## src/rtl/cv32e40p_perm_fault_detector_ft_if.sv

```systemverilog
// cv32e40p_perm_fault_detector_ft_if: voter-report and fault-flag bundle between the voters, the detector and its observers.
//   master: drives clear_i, alu/mult valid, active and mismatch vectors; observes the flags, event and counters
//   slave:  the detector side, with directions reversed
//   CNT_W:  per-counter width; must equal the detector's derived CNT_W
interface cv32e40p_perm_fault_detector_ft_if #(
    parameter int unsigned CNT_W = 3
);
    logic               clear_i;
    logic               alu_valid_i;
    logic [3:0]         alu_active_i;
    logic [3:0]         alu_mismatch_i;
    logic               mult_valid_i;
    logic [2:0]         mult_active_i;
    logic [2:0]         mult_mismatch_i;
    logic [3:0]         permanent_faulty_alu_o;
    logic [2:0]         permanent_faulty_mult_o;
    logic               fault_event_o;
    logic [4*CNT_W-1:0] alu_err_cnt_o;

    modport master (
        output clear_i, alu_valid_i, alu_active_i, alu_mismatch_i,
               mult_valid_i, mult_active_i, mult_mismatch_i,
        input  permanent_faulty_alu_o, permanent_faulty_mult_o, fault_event_o, alu_err_cnt_o
    );

    modport slave (
        input  clear_i, alu_valid_i, alu_active_i, alu_mismatch_i,
               mult_valid_i, mult_active_i, mult_mismatch_i,
        output permanent_faulty_alu_o, permanent_faulty_mult_o, fault_event_o, alu_err_cnt_o
    );
endinterface

```

## src/rtl/cv32e40p_perm_fault_detector_ft.sv

```systemverilog
// cv32e40p_perm_fault_detector_ft: saturating per-replica mismatch counters that raise sticky permanent-fault flags.
//   clk, rst: clock and synchronous active-high reset
//   bus (slave): clear_i, alu/mult valid+active+mismatch in; fault vectors, fault_event_o, packed ALU counters out
//   THRESHOLD: mismatches needed to flag a replica (1..255)
//   FT_PERM_FAULT_DECAY_EN: when defined, a matching result decrements the counter (leaky counters)
module cv32e40p_perm_fault_detector_ft #(
    parameter int unsigned THRESHOLD = 4,
    localparam int unsigned CNT_W = $clog2(THRESHOLD + 1)
) (
    input logic clk,
    input logic rst,
    cv32e40p_perm_fault_detector_ft_if.slave bus
);
    localparam logic [CNT_W-1:0] THR = CNT_W'(THRESHOLD);

    logic [3:0][CNT_W-1:0] alu_cnt_q, alu_cnt_d;
    logic [2:0][CNT_W-1:0] mult_cnt_q, mult_cnt_d;
    logic [3:0]            alu_flt_q, alu_flt_d;
    logic [2:0]            mult_flt_q, mult_flt_d;
    logic                  event_q, event_d;

    // Flagged replicas are frozen, so an unflagged counter is always below THR.
    function automatic logic [CNT_W-1:0] cnt_nxt(input logic [CNT_W-1:0] c, input logic upd, input logic mis);
        cnt_nxt = !upd ? c :
                  mis ? (c == THR ? THR : c + 1'b1) :
`ifdef FT_PERM_FAULT_DECAY_EN
                  (c == '0 ? c : c - 1'b1);
`else
                  c;
`endif
    endfunction

    always_comb begin
        alu_cnt_d  = alu_cnt_q;
        alu_flt_d  = alu_flt_q;
        mult_cnt_d = mult_cnt_q;
        mult_flt_d = mult_flt_q;
        for (int k = 0; k < 4; k++) begin
            alu_cnt_d[k] = bus.clear_i ? '0 :
                cnt_nxt(alu_cnt_q[k], bus.alu_valid_i & bus.alu_active_i[k] & ~alu_flt_q[k], bus.alu_mismatch_i[k]);
            alu_flt_d[k] = ~bus.clear_i & (alu_flt_q[k] | (alu_cnt_d[k] == THR));
        end
        for (int k = 0; k < 3; k++) begin
            mult_cnt_d[k] = bus.clear_i ? '0 :
                cnt_nxt(mult_cnt_q[k], bus.mult_valid_i & bus.mult_active_i[k] & ~mult_flt_q[k], bus.mult_mismatch_i[k]);
            mult_flt_d[k] = ~bus.clear_i & (mult_flt_q[k] | (mult_cnt_d[k] == THR));
        end
        // Clear forces every next flag low, so no event can fire on clear.
        event_d = |(alu_flt_d & ~alu_flt_q) | |(mult_flt_d & ~mult_flt_q);
    end

    always_ff @(posedge clk) begin
        if (rst) begin
            alu_cnt_q  <= '0;
            mult_cnt_q <= '0;
            alu_flt_q  <= '0;
            mult_flt_q <= '0;
            event_q    <= 1'b0;
        end else begin
            alu_cnt_q  <= alu_cnt_d;
            mult_cnt_q <= mult_cnt_d;
            alu_flt_q  <= alu_flt_d;
            mult_flt_q <= mult_flt_d;
            event_q    <= event_d;
        end
    end

    assign bus.permanent_faulty_alu_o  = alu_flt_q;
    assign bus.permanent_faulty_mult_o = mult_flt_q;
    assign bus.fault_event_o           = event_q;
    assign bus.alu_err_cnt_o           = alu_cnt_q;
endmodule

```

## src/flat_wrapper.sv

```systemverilog
// flat-port wrapper written by rule: the top's interface ports become plain ports
module cv32e40p_perm_fault_detector_ft_flat 
#(
    parameter int unsigned THRESHOLD = 4,
    localparam int unsigned CNT_W = $clog2(THRESHOLD + 1)
)
  (clk, rst, bus_clear_i, bus_alu_valid_i, bus_alu_active_i, bus_alu_mismatch_i, bus_mult_valid_i, bus_mult_active_i, bus_mult_mismatch_i, bus_permanent_faulty_alu_o, bus_permanent_faulty_mult_o, bus_fault_event_o, bus_alu_err_cnt_o);
  cv32e40p_perm_fault_detector_ft_if #(.CNT_W(($clog2((4) + 1)))) bus_i ();
  input logic clk;
  input logic rst;
  input wire logic [$bits(bus_i.clear_i)-1:0] bus_clear_i;
  input wire logic [$bits(bus_i.alu_valid_i)-1:0] bus_alu_valid_i;
  input wire logic [$bits(bus_i.alu_active_i)-1:0] bus_alu_active_i;
  input wire logic [$bits(bus_i.alu_mismatch_i)-1:0] bus_alu_mismatch_i;
  input wire logic [$bits(bus_i.mult_valid_i)-1:0] bus_mult_valid_i;
  input wire logic [$bits(bus_i.mult_active_i)-1:0] bus_mult_active_i;
  input wire logic [$bits(bus_i.mult_mismatch_i)-1:0] bus_mult_mismatch_i;
  output wire logic [$bits(bus_i.permanent_faulty_alu_o)-1:0] bus_permanent_faulty_alu_o;
  output wire logic [$bits(bus_i.permanent_faulty_mult_o)-1:0] bus_permanent_faulty_mult_o;
  output wire logic [$bits(bus_i.fault_event_o)-1:0] bus_fault_event_o;
  output wire logic [$bits(bus_i.alu_err_cnt_o)-1:0] bus_alu_err_cnt_o;
  assign bus_i.clear_i = bus_clear_i;
  assign bus_i.alu_valid_i = bus_alu_valid_i;
  assign bus_i.alu_active_i = bus_alu_active_i;
  assign bus_i.alu_mismatch_i = bus_alu_mismatch_i;
  assign bus_i.mult_valid_i = bus_mult_valid_i;
  assign bus_i.mult_active_i = bus_mult_active_i;
  assign bus_i.mult_mismatch_i = bus_mult_mismatch_i;
  assign bus_permanent_faulty_alu_o = bus_i.permanent_faulty_alu_o;
  assign bus_permanent_faulty_mult_o = bus_i.permanent_faulty_mult_o;
  assign bus_fault_event_o = bus_i.fault_event_o;
  assign bus_alu_err_cnt_o = bus_i.alu_err_cnt_o;
  cv32e40p_perm_fault_detector_ft #(.THRESHOLD(THRESHOLD)) u_core (.clk(clk), .rst(rst), .bus(bus_i));
endmodule
```

## config.mk

```make
export PLATFORM = sky130hd
export DESIGN_NAME = cv32e40p_perm_fault_detector_ft_flat
export DESIGN_NICKNAME = d
export VERILOG_FILES = /design/src/rtl/cv32e40p_perm_fault_detector_ft_if.sv /design/src/rtl/cv32e40p_perm_fault_detector_ft.sv /design/src/flat_wrapper.sv
export SDC_FILE = /design/constraint.sdc
export NUM_CORES = 1
export LEC_CHECK = 0
export CAP_MARGIN = 20
export CORE_ASPECT_RATIO = 0.7
export CORE_MARGIN = 2
export CORE_UTILIZATION = 50
export DETAILED_ROUTE_END_ITERATION = 6
export GPL_ROUTABILITY_DRIVEN = 1
export HOLD_SLACK_MARGIN = 0.08
export PLACE_DENSITY = 0.8
export SLEW_MARGIN = 20
export SYNTH_ARGS = -nofsm -noshare
export SYNTH_HDL_FRONTEND = slang
export SYNTH_SLANG_ARGS = --single-unit
```

## constraint.sdc

```tcl
create_clock -name clk -period 3.4 [get_ports clk]
set_clock_uncertainty 0.1 [all_clocks]
set_input_delay 0.68 -clock clk [delete_from_list [all_inputs] [get_ports clk]]
set_output_delay 0.68 -clock clk [all_outputs]
set_load 0.02 [all_outputs]
```

==> flow_summary.toml <==
[run_status]
status = "finished clean"

[power_and_ir_drop]
ir_worst_vdd_v = 0.000253
powerDensity_nw_per_um2 = 314
p_leak_nw = 0.811

[clock_tree]
cts_sinks = 29
post_cts_resize_count = 0
clk_pin_slew_ns = 0.06
ctsHtreeMaxLevel = 2
root_buffer = "clkbuf_8"
cts.path.max_buffers = 2
holdBufCountCts = 0
postCtsSetupRepairBufs = 0
cts_buffers = 5
clk-insertion-delay-late_ns = 0.27
cts_tree = "yes"

[yosys]
synth_edf_count = 0
ys.flop_type = "dfxtp_1"
synth_seq_cells = 29
ys_seq_area_share_pct = 33.8
netlist_area_sq_um = 1720
syn_area_per_cell_sq_um = 8.42
synth_compound_area_share_pct = 20.9
yosys.area_share.xor_xnor_pct = 0
yosysWarnings = 0
synth_fp_nets = 237
synthMuxAreaShare_pct = 1.75
synthAdderAreaFrac_pct = 10.2
synth_top_family_by_area = "simple AND/OR/NAND/NOR gates"
async_flop_share_pct = 0
ys_types = 41
synthSimpleGateAreaFrac_pct = 28.3
syn_inst = 204

[min_path]
min_path_type = "register to register"

[sta]
clock.fmax_ghz = 0.431
hold_viol = 0
worst_slew_pin_slew_ns = 0.794
setup_violations = 0
fin_setup_tns_ns = 0
maxSlewHeadroom_pct = 47.0
fin_crit_sh_pct = 68.3
slew_viol_final = 0
worst_slack_ns = 1.08
min_period_ns = 2.32
rsz0062_at_grt = "no"

[floorplan]
die_area_sq_um = 3930
num_rows = 17
die_h_um = 53.0
fp.dieW_um = 74.1
io_pins = 39
core_sq_um = 3210
start_util_pct = 53.5

[critical_path]
rr_endpoint = "u_core.bus.fault_event_o"
worstPathArrival_ns = 2.42
required_ns = 3.50
end_kind = "register"
worstSetupStartpoint = "bus_alu_valid_i"
r2r-start = "u_core.mult_cnt_q[3]"
startpoint_type = "primary input"
reg2reg_depth = 6
path_class = "primary input to register"
rrSetupSlack_ns = 1.29
crit_fanout = 6
setup.worst_path.end = "u_core.bus.fault_event_o"

[global_routing]
grtUsageTotal_pct = 20.6
overflow = 0
grt_pass1_wl_um = 6020
grt_max_degree = 22
antenna_found_initial = 0
grt_pass1_vias = 1343

[layout]
antennaDiodeCount = 0
final_nets = 277
drive_gt1_share_pct = 6.56
utilization_pct = 69.3
fillers = 269
layout_common_cells = "38 x clkdlybuf4s50_1, 30 x nor2_1, 29 x dfxtp_1"
area_growth_pct = 29.5
final_common_cell = "clkdlybuf4s50_1"

[detailed_routing]
top_layer = "met3"
met2_length_um = 1540
wl_per_cell_um = 12.7
routed-wl-met3_um = 198
drc = 0
wirelength_um = 3700
ant_nets = 0
drt_first_pass_iters = 4
drt_iter0_markers = 109
vias = 1564
viasPerCell = 5.37
m1WireLength_um = 1960

[placement]
portBuffers = 38
dpl.hpwl_um = 2750
gp_congestion = 0.921
place_ws_ns = 0.789

[run]
drv_cap = 0
## layer usage
layer	GRT usage, %	vias to the layer above
li1	-	823
met1	29.5	702
met2	29.2	39
met3	6.29	0
met4	6.36	0
met5	0	-
## flip-flops by register name, summed over array words and instances (netlist names)
name,flops
u_core.bus.alu_err_cnt_o,12
u_core.bus.permanent_faulty_mult_o,3
u_core.bus.fault_event_o,1
u_core.bus.permanent_faulty_alu_o,4
u_core.mult_cnt_q,9
## logic make-up after synthesis
group | count (synthesis)
buffers and inverters | 23
muxes | 3
adders and majority gates | 14
AOI/OAI and AO/OA | 51
DFF | 29
and+or+nand+nor | 84
## cells in the mapped netlist (all sizes together) (2+ instances only)
cell type / n / area (sq um)
nand4b: 6 / 65.1
or4b: 3 / 30.0
nand4: 2 / 12.5
dfxtp: 29 / 581
a21oi: 22 / 110
nor2b: 4 / 25.0
nor3: 6 / 30.0
nand2: 14 / 52.6
nor2: 30 / 113
nor4: 2 / 12.5
or2: 3 / 18.8
inv: 18 / 67.6
nand3b: 2 / 15.0
and4b: 8 / 80.1
or3: 2 / 17.5
o21a: 3 / 22.5
a31oi: 7 / 43.8
a22oi: 2 / 15.0
clkbuf: 5 / 18.8
mux2i: 3 / 30.0
o21ai: 2 / 10.0
ha: 14 / 175
a211oi: 4 / 35.0
## per-stage QoR
| step | cells | power [mW] | hold slack (ns) | instance area [sq um] |
|---|---|---|---|---|
| global placement | 284 | 0.424 | 0.371 | 2140 |
| global route | 291 | 0.729 | 0.420 | 2220 |
| CTS | 291 | 0.709 | 0.388 | 2220 |
| floorplan | 204 | 0.389 | 0.353 | 1720 |
| finish | 291 | 0.699 | 0.387 | 2220 |
| detailed placement | 284 | 0.425 | 0.380 | 2140 |
## worst min path at each step
stage	start	to	slack, ns	cells after the start
finish	u_core.mult_cnt_q[7]	u_core.mult_cnt_q[7]	0.39	2
global route	u_core.mult_cnt_q[7]	u_core.mult_cnt_q[7]	0.42	2
CTS	u_core.mult_cnt_q[7]	u_core.mult_cnt_q[7]	0.39	2
detailed placement	u_core.mult_cnt_q[7]	u_core.mult_cnt_q[7]	0.38	2
global placement	u_core.mult_cnt_q[7]	u_core.mult_cnt_q[7]	0.37	2
floorplan	u_core.mult_cnt_q[7]	u_core.mult_cnt_q[7]	0.35	2
## critical path, stage by stage
cell             delay (ns)
clkdlybuf4s50_1        0.60
nand4b_2               0.18
or3_4                  0.42
a2111oi_4              0.36
a211oi_2               0.06
a41oi_2                0.13
## power by group
group | internal, mW | switching, mW
sequential | 0.343 | 0.00349
clock | 0.160 | 0.121
combinational | 0.0356 | 0.0355
total | 0.539 | 0.160
## layout make-up
cell class / count / area (sq um) / share of cell area, %
Multi-Input combinational cell: 152 / 1050 / 47.2
Sequential cell: 29 / 581 / 26.1
Inverter: 18 / 67.6 / 3.04
Clock buffer: 7 / 86.3 / 3.88
Tap cell: 47 / 58.8 / 2.64
Timing Repair Buffer: 38 / 380 / 17.1
No activity file was read; power rests on OpenSTA's default activity.
